File: src/rtl/weed_nav_ctrl.sv
// weed_nav_ctrl: serpentine row-sweep controller for the weed robot.
// Drives forward/turn/stop commands, and debounces N_CH plant sensors. A detection
// in forward motion stops the robot for a spray dwell and lights the LEDs of the
// channels that fired.
// Optional feature macro: WEED_OBSTACLE_EN adds the obstacle input and the sticky
// obstacle_hit output. An obstacle pauses FWD/TURN and wins over a detection.
// Interface contract: there is no valid/ready handshake. enable is a level-sensitive
// run request that is sampled on every rising clock edge. All command outputs are
// registered, and exactly one of front/left/right/stop is high in every cycle.
module weed_nav_ctrl #(
  parameter int N_CH      = 4,
  parameter int ROW_LEN   = 16,
  parameter int TURN_CYC  = 4,
  parameter int NUM_ROWS  = 2,
  parameter int DEB_CYC   = 3,
  parameter int SPRAY_CYC = 5
) (
  input  logic                            clock,
  input  logic                            reset,
  input  logic                            enable,
`ifdef WEED_OBSTACLE_EN
  input  logic                            obstacle,
  output logic                            obstacle_hit,
`endif
  input  logic [N_CH-1:0]                 plant,
  output logic                            front,
  output logic                            left,
  output logic                            right,
  output logic                            stop,
  output logic [N_CH-1:0]                 led,
  output logic [$clog2(NUM_ROWS+1)-1:0]   row_count,
  output logic                            done,
  output logic                            busy,
  output logic [2:0]                      dbg_state
);

  localparam int SW = (ROW_LEN > 1)   ? $clog2(ROW_LEN)   : 1;
  localparam int TW = (TURN_CYC > 1)  ? $clog2(TURN_CYC)  : 1;
  localparam int PW = (SPRAY_CYC > 1) ? $clog2(SPRAY_CYC) : 1;
  localparam int DW = $clog2(DEB_CYC + 1);
  localparam int RW = $clog2(NUM_ROWS + 1);

  localparam logic [2:0] S_IDLE  = 3'd0;
  localparam logic [2:0] S_FWD   = 3'd1;
  localparam logic [2:0] S_TURN  = 3'd2;
  localparam logic [2:0] S_SPRAY = 3'd3;
  localparam logic [2:0] S_DONE  = 3'd4;

  logic [2:0]      st;
  logic [SW-1:0]   step;
  logic [TW-1:0]   tcnt;
  logic [PW-1:0]   scnt;
  logic            at_end;
  logic [DW-1:0]   deb [N_CH];
  logic [N_CH-1:0] armed;
  logic [N_CH-1:0] hit;
  logic            hold;
  logic            run_fwd;

  assign dbg_state = st;

`ifdef WEED_OBSTACLE_EN
  assign hold = !enable || obstacle;
`else
  assign hold = !enable;
`endif
  assign run_fwd = (st == S_FWD) && !hold;

  // A channel fires on its DEB_CYC-th consecutive high sample while armed.
  always_comb begin
    hit = '0;
    for (int i = 0; i < N_CH; i++)
      hit[i] = run_fwd && armed[i] && plant[i] && (deb[i] == DW'(DEB_CYC - 1));
  end

  // Per-channel debounce counters and arm flags. Counters run only in
  // unpaused FWD. Arming is restored whenever the sensor reads low.
  always_ff @(posedge clock or negedge reset) begin
    if (!reset) begin
      armed <= '1;
      for (int i = 0; i < N_CH; i++) deb[i] <= '0;
    end else begin
      for (int i = 0; i < N_CH; i++) begin
        if (!plant[i]) armed[i] <= 1'b1;
        else if (hit[i]) armed[i] <= 1'b0;
        if (st != S_FWD) deb[i] <= '0;
        else if (!hold) begin
          if (!plant[i]) deb[i] <= '0;
          else if (deb[i] != DW'(DEB_CYC)) deb[i] <= deb[i] + 1'b1;
        end
      end
    end
  end

  // Sweep FSM with registered command outputs, ordered {front, left, right, stop}.
  always_ff @(posedge clock or negedge reset) begin
    if (!reset) begin
      st        <= S_IDLE;
      step      <= '0;
      tcnt      <= '0;
      scnt      <= '0;
      at_end    <= 1'b0;
      {front, left, right, stop} <= 4'b0001;
      led       <= '0;
      row_count <= '0;
      done      <= 1'b0;
      busy      <= 1'b0;
    end else begin
      case (st)
        S_IDLE: begin
          done      <= 1'b0;
          row_count <= '0;
          if (enable) begin
            st   <= S_FWD;
            step <= '0;
            busy <= 1'b1;
            {front, left, right, stop} <= 4'b1000;
          end else begin
            busy <= 1'b0;
            {front, left, right, stop} <= 4'b0001;
          end
        end
        S_FWD: begin
          if (hold) begin
            {front, left, right, stop} <= 4'b0001;
          end else if (|hit) begin
            st     <= S_SPRAY;
            led    <= hit;
            scnt   <= '0;
            at_end <= (step == SW'(ROW_LEN - 1));
            {front, left, right, stop} <= 4'b0001;
          end else if (step == SW'(ROW_LEN - 1)) begin
            st   <= S_TURN;
            tcnt <= '0;
            {front, left, right, stop} <= {1'b0, row_count[0], ~row_count[0], 1'b0};
          end else begin
            step <= step + 1'b1;
            {front, left, right, stop} <= 4'b1000;
          end
        end
        S_TURN: begin
          if (hold) begin
            {front, left, right, stop} <= 4'b0001;
          end else if (tcnt == TW'(TURN_CYC - 1)) begin
            row_count <= row_count + 1'b1;
            step      <= '0;
            if (row_count + 1'b1 == RW'(NUM_ROWS)) begin
              st   <= S_DONE;
              done <= 1'b1;
              busy <= 1'b0;
              {front, left, right, stop} <= 4'b0001;
            end else begin
              st <= S_FWD;
              {front, left, right, stop} <= 4'b1000;
            end
          end else begin
            tcnt <= tcnt + 1'b1;
            {front, left, right, stop} <= {1'b0, row_count[0], ~row_count[0], 1'b0};
          end
        end
        S_SPRAY: begin
          // enable is deliberately ignored until the dwell completes.
          if (scnt == PW'(SPRAY_CYC - 1)) begin
            led <= '0;
            if (at_end) begin
              st   <= S_TURN;
              tcnt <= '0;
              {front, left, right, stop} <= {1'b0, row_count[0], ~row_count[0], 1'b0};
            end else begin
              st <= S_FWD;
              {front, left, right, stop} <= 4'b1000;
            end
          end else begin
            scnt <= scnt + 1'b1;
            {front, left, right, stop} <= 4'b0001;
          end
        end
        S_DONE: begin
          {front, left, right, stop} <= 4'b0001;
          if (!enable) begin
            st        <= S_IDLE;
            done      <= 1'b0;
            row_count <= '0;
          end
        end
        default: begin
          st <= S_IDLE;
          {front, left, right, stop} <= 4'b0001;
        end
      endcase
    end
  end

`ifdef WEED_OBSTACLE_EN
  // Sticky record that an obstacle interrupted motion. It clears in IDLE.
  always_ff @(posedge clock or negedge reset) begin
    if (!reset) obstacle_hit <= 1'b0;
    else if (st == S_IDLE) obstacle_hit <= 1'b0;
    else if (obstacle && (st == S_FWD || st == S_TURN)) obstacle_hit <= 1'b1;
  end
`endif

endmodule

File: config.mk
export PLATFORM = sky130hd
export DESIGN_NAME = weed_nav_ctrl
export DESIGN_NICKNAME = d
export VERILOG_FILES = /design/src/rtl/weed_nav_ctrl.sv
export SDC_FILE = /design/constraint.sdc
export NUM_CORES = 1
export LEC_CHECK = 0
export ABC_AREA = 1
export CAP_MARGIN = 15
export CELL_PAD_IN_SITES_DETAIL_PLACEMENT = 0
export CELL_PAD_IN_SITES_GLOBAL_PLACEMENT = 1
export CORE_ASPECT_RATIO = 1.75
export CORE_MARGIN = 5
export CORE_UTILIZATION = 30
export DETAILED_ROUTE_END_ITERATION = 16
export PLACE_DENSITY_LB_ADDON = 0.3
export SYNTH_ARGS = -nofsm -noshare
export SYNTH_HDL_FRONTEND = slang
export SYNTH_SLANG_ARGS = --single-unit
File: constraint.sdc
create_clock -name clock -period 1.9 [get_ports clock]
set_input_delay 0.19 -clock clock [delete_from_list [all_inputs] [get_ports clock]]
set_output_delay 0.19 -clock clock [all_outputs]
set_load 0.02 [all_outputs]
==> metrics.cfg <==
[layout]
post-route-util_pct = 37.6
antenna_cells = 0
layout_commonest_cell = nand2_1
fill_cells = 753
final_cell_mix = nand2_1, inv_1, dfrtp_1, nor2_1, nand3_1
design_area_um2 = 2680
area_growth_syn_to_layout_pct = 24.7
drive_gt1_share_pct = 11.3
final_nets = 338

[route]
highest_layer = met4
dr_wl_met3_um = 181
firstDrtPassIters = 4
wire_per_inst_um = 13.0
drc = 0
num_vias = 1907
wirelength_um = 5230
wl_met2_um = 2880
met1_length_um = 2050
drt_iter0_drc = 83
viasPerCell = 4.72
ant_nets = 0

[timing]
tns_ps = 0
post-route-min-period_ps = 1680
hold_violations = 0
slew_headroom_pct = 67.9
skew_ps = 3.67
post-route-period-util_pct = 88.5
max_freq_mhz = 595
slew_viol_final = 0
grt_setup_unrepaired = false
finalSetupViolCount = 0
tightest_slew_ps = 481
layout_setup_ws_ps = 219

[worst_setup_path]
r2r-start = dbg_state[1]
crit_type = reg -> reg
worstPathRequired_ps = 2070
startpoint_type = register
critPathMaxStageDelay_ps = 470
cp_max_fo = 7
critPathSlowestCell = dfrtp_1
path_depth = 8
worstPathArrival_ps = 1850
critical_path_buf_inv_count = 2
r2r_end = step[3]
cp_top_family = simple AND/OR/NAND/NOR gates
reg2reg_slack_ps = 220
path_cells = nor2_2 > inv_1 > nor2_1 > inv_1 > a31oi_2 > nand2_2 > nand2_1 > nand2_1
reg2reg_depth = 8
endpoint_kind = register

[die]
fp.coreArea_um2 = 7130
die_area_um2 = 9030
ioPinCount = 22
fp-row-count = 41
die_w_um = 74.0
start_util_pct = 30.2
die_h_um = 122

[hold_path]
hold_path_end = led[2]
hp-start = led[2]
hp-class = reg -> reg
hold_path_depth = 2

[clock_tree]
cts_tree = done
clock_path_buffers = 2
cts_sinks = 37
ctsRootBufferMaster = clkbuf_16
cts_resized = 0
cts.htree.levels = 2
cts_made_buffers = 5
path_clk_slew_ps = 60
clk_latency_ps = 280

[synthesis]
yosys.area_share.simple_pct = 30.9
avgSynthCellArea_um2 = 7.65
synth-xor-area-share_pct = 1.22
synthDistinctLibCells = 28
syn_area_um2 = 2150
netlist_instances = 281
syn_nets = 301
synth-compound-area-share_pct = 10.0
yosysWarnings = 0
synth_mux_area_share_pct = 0
ys_seq_elements = 37
seq_area_frac_synth_pct = 43.3
synth_top_family_by_area = simple AND/OR/NAND/NOR gates
synthAdderAreaFrac_pct = 7.56

[grt]
first_global_vias = 1958
grt_antenna_before_repair = 0
grt_pass1_wl_um = 8980
grt_start_max_net_pins = 38
grtUsageTotal_pct = 13.1
overflow = 0

[place]
io_buffers = 21
hpwl_um = 4070
gp_congestion = 0.934
dpl-instance-area_um2 = 2530
place_ws_ps = 135

[power]
vdd_drop_max_v = 0.000565
power.leakage_uw = 0.00138
power_density_nw_per_um2 = 1340

[status]
status = completed

[flow_run]
maxCapViolCount = 0

## Yosys cell counts
master	number	area, um^2
nand3b_1	1	7.51
nand4_1	4	25.0
nor2_4	2	22.5
nand3_1	28	140
inv_2	2	7.51
o21ai_2	2	17.5
inv_1	33	124
ha_1	13	163
nand3_2	1	10.0
o31ai_1	5	37.5
nor2_1	31	116
buf_4	1	7.51
nand2_2	2	12.5
buf_2	2	10.0
nand2_1	81	304
nor3_1	1	5.00
xnor2_1	1	8.76
a31oi_2	1	12.5
dfrtp_1	32	801
nor3_2	1	10.0
a21oi_1	10	50.1
o21ai_1	4	20.0
a31oi_1	4	25.0
o21a_1	1	7.51
o21ai_0	9	45.0
xor2_1	2	17.5
dfstp_2	5	131
nor2_2	2	12.5
## logic make-up after synthesis
family	Yosys count
AOI/OAI and AO/OA	36
xor gates and xnor gates	3
adders and majority gates	13
buffers and inverters	38
DFF	37
and+or+nand+nor	154
## worst register-to-register path, cell delays in order, from the launching register on
cell     delay (ps)
dfrtp_1         470
nor2_2          260
inv_1            60
nor2_1          120
inv_1           100
a31oi_2         300
nand2_2         140
nand2_1          70
nand2_1          50
## registers in the layout, summed over array words and instances (netlist names)
register	cells
armed	4
scnt	3
row_count	2
stop	1
left	1
right	1
front	1
step	4
tcnt	2
done	1
deb	8
led	4
busy	1
at_end	1
dbg_state	3
## where the power goes
part / total [uW] / leakage (uW) / internal, uW / switching (uW)
Combinational: 1620 / 0.000825 / 608 / 1010
Clock: 818 / 0.0000700 / 515 / 303
Sequential: 1170 / 0.000482 / 995 / 171
Total: 3600 / 0.00138 / 2120 / 1490
## cell type report
type                       count  area, um^2  area share [%]
timing repair buffer          33         298            11.1
inverter                      35         131            4.90
sequential                    37         932            34.8
tap                           86         108            4.01
clock buffer                   7         143            5.32
multi-input combinational    206        1070            39.9
## layer usage
| layer | vias up | track usage (%) |
|---|---|---|
| met5 | - | 0 |
| li1 | 987 | - |
| met1 | 875 | 13.4 |
| met2 | 35 | 24.2 |
| met3 | 10 | 2.81 |
| met4 | 0 | 6.58 |
## metrics by stage
stage	hold WS (ps)	cells	power, uW
after detailed placement	282	396	2820
final	475	404	3600
after CTS	481	404	3660
after global placement	275	396	2830
after global routing	505	404	3910
after floorplan	-106	281	2240
## how the worst max path moves through the flow
stage	start	slack (ps)	endpoint
floorplan	dbg_state[1]	340	step[2]
global placement	enable	150	done
detailed placement	enable	130	step[3]
CTS	dbg_state[1]	210	step[0]
global route	dbg_state[1]	50	step[3]
finish	dbg_state[1]	220	step[3]
## timing repair
item	in CTS	in global routing
buffers inserted	0	0
hold buffers	1	0
hold endpoints to repair	32	0
Power figures use the tool's default switching activity.
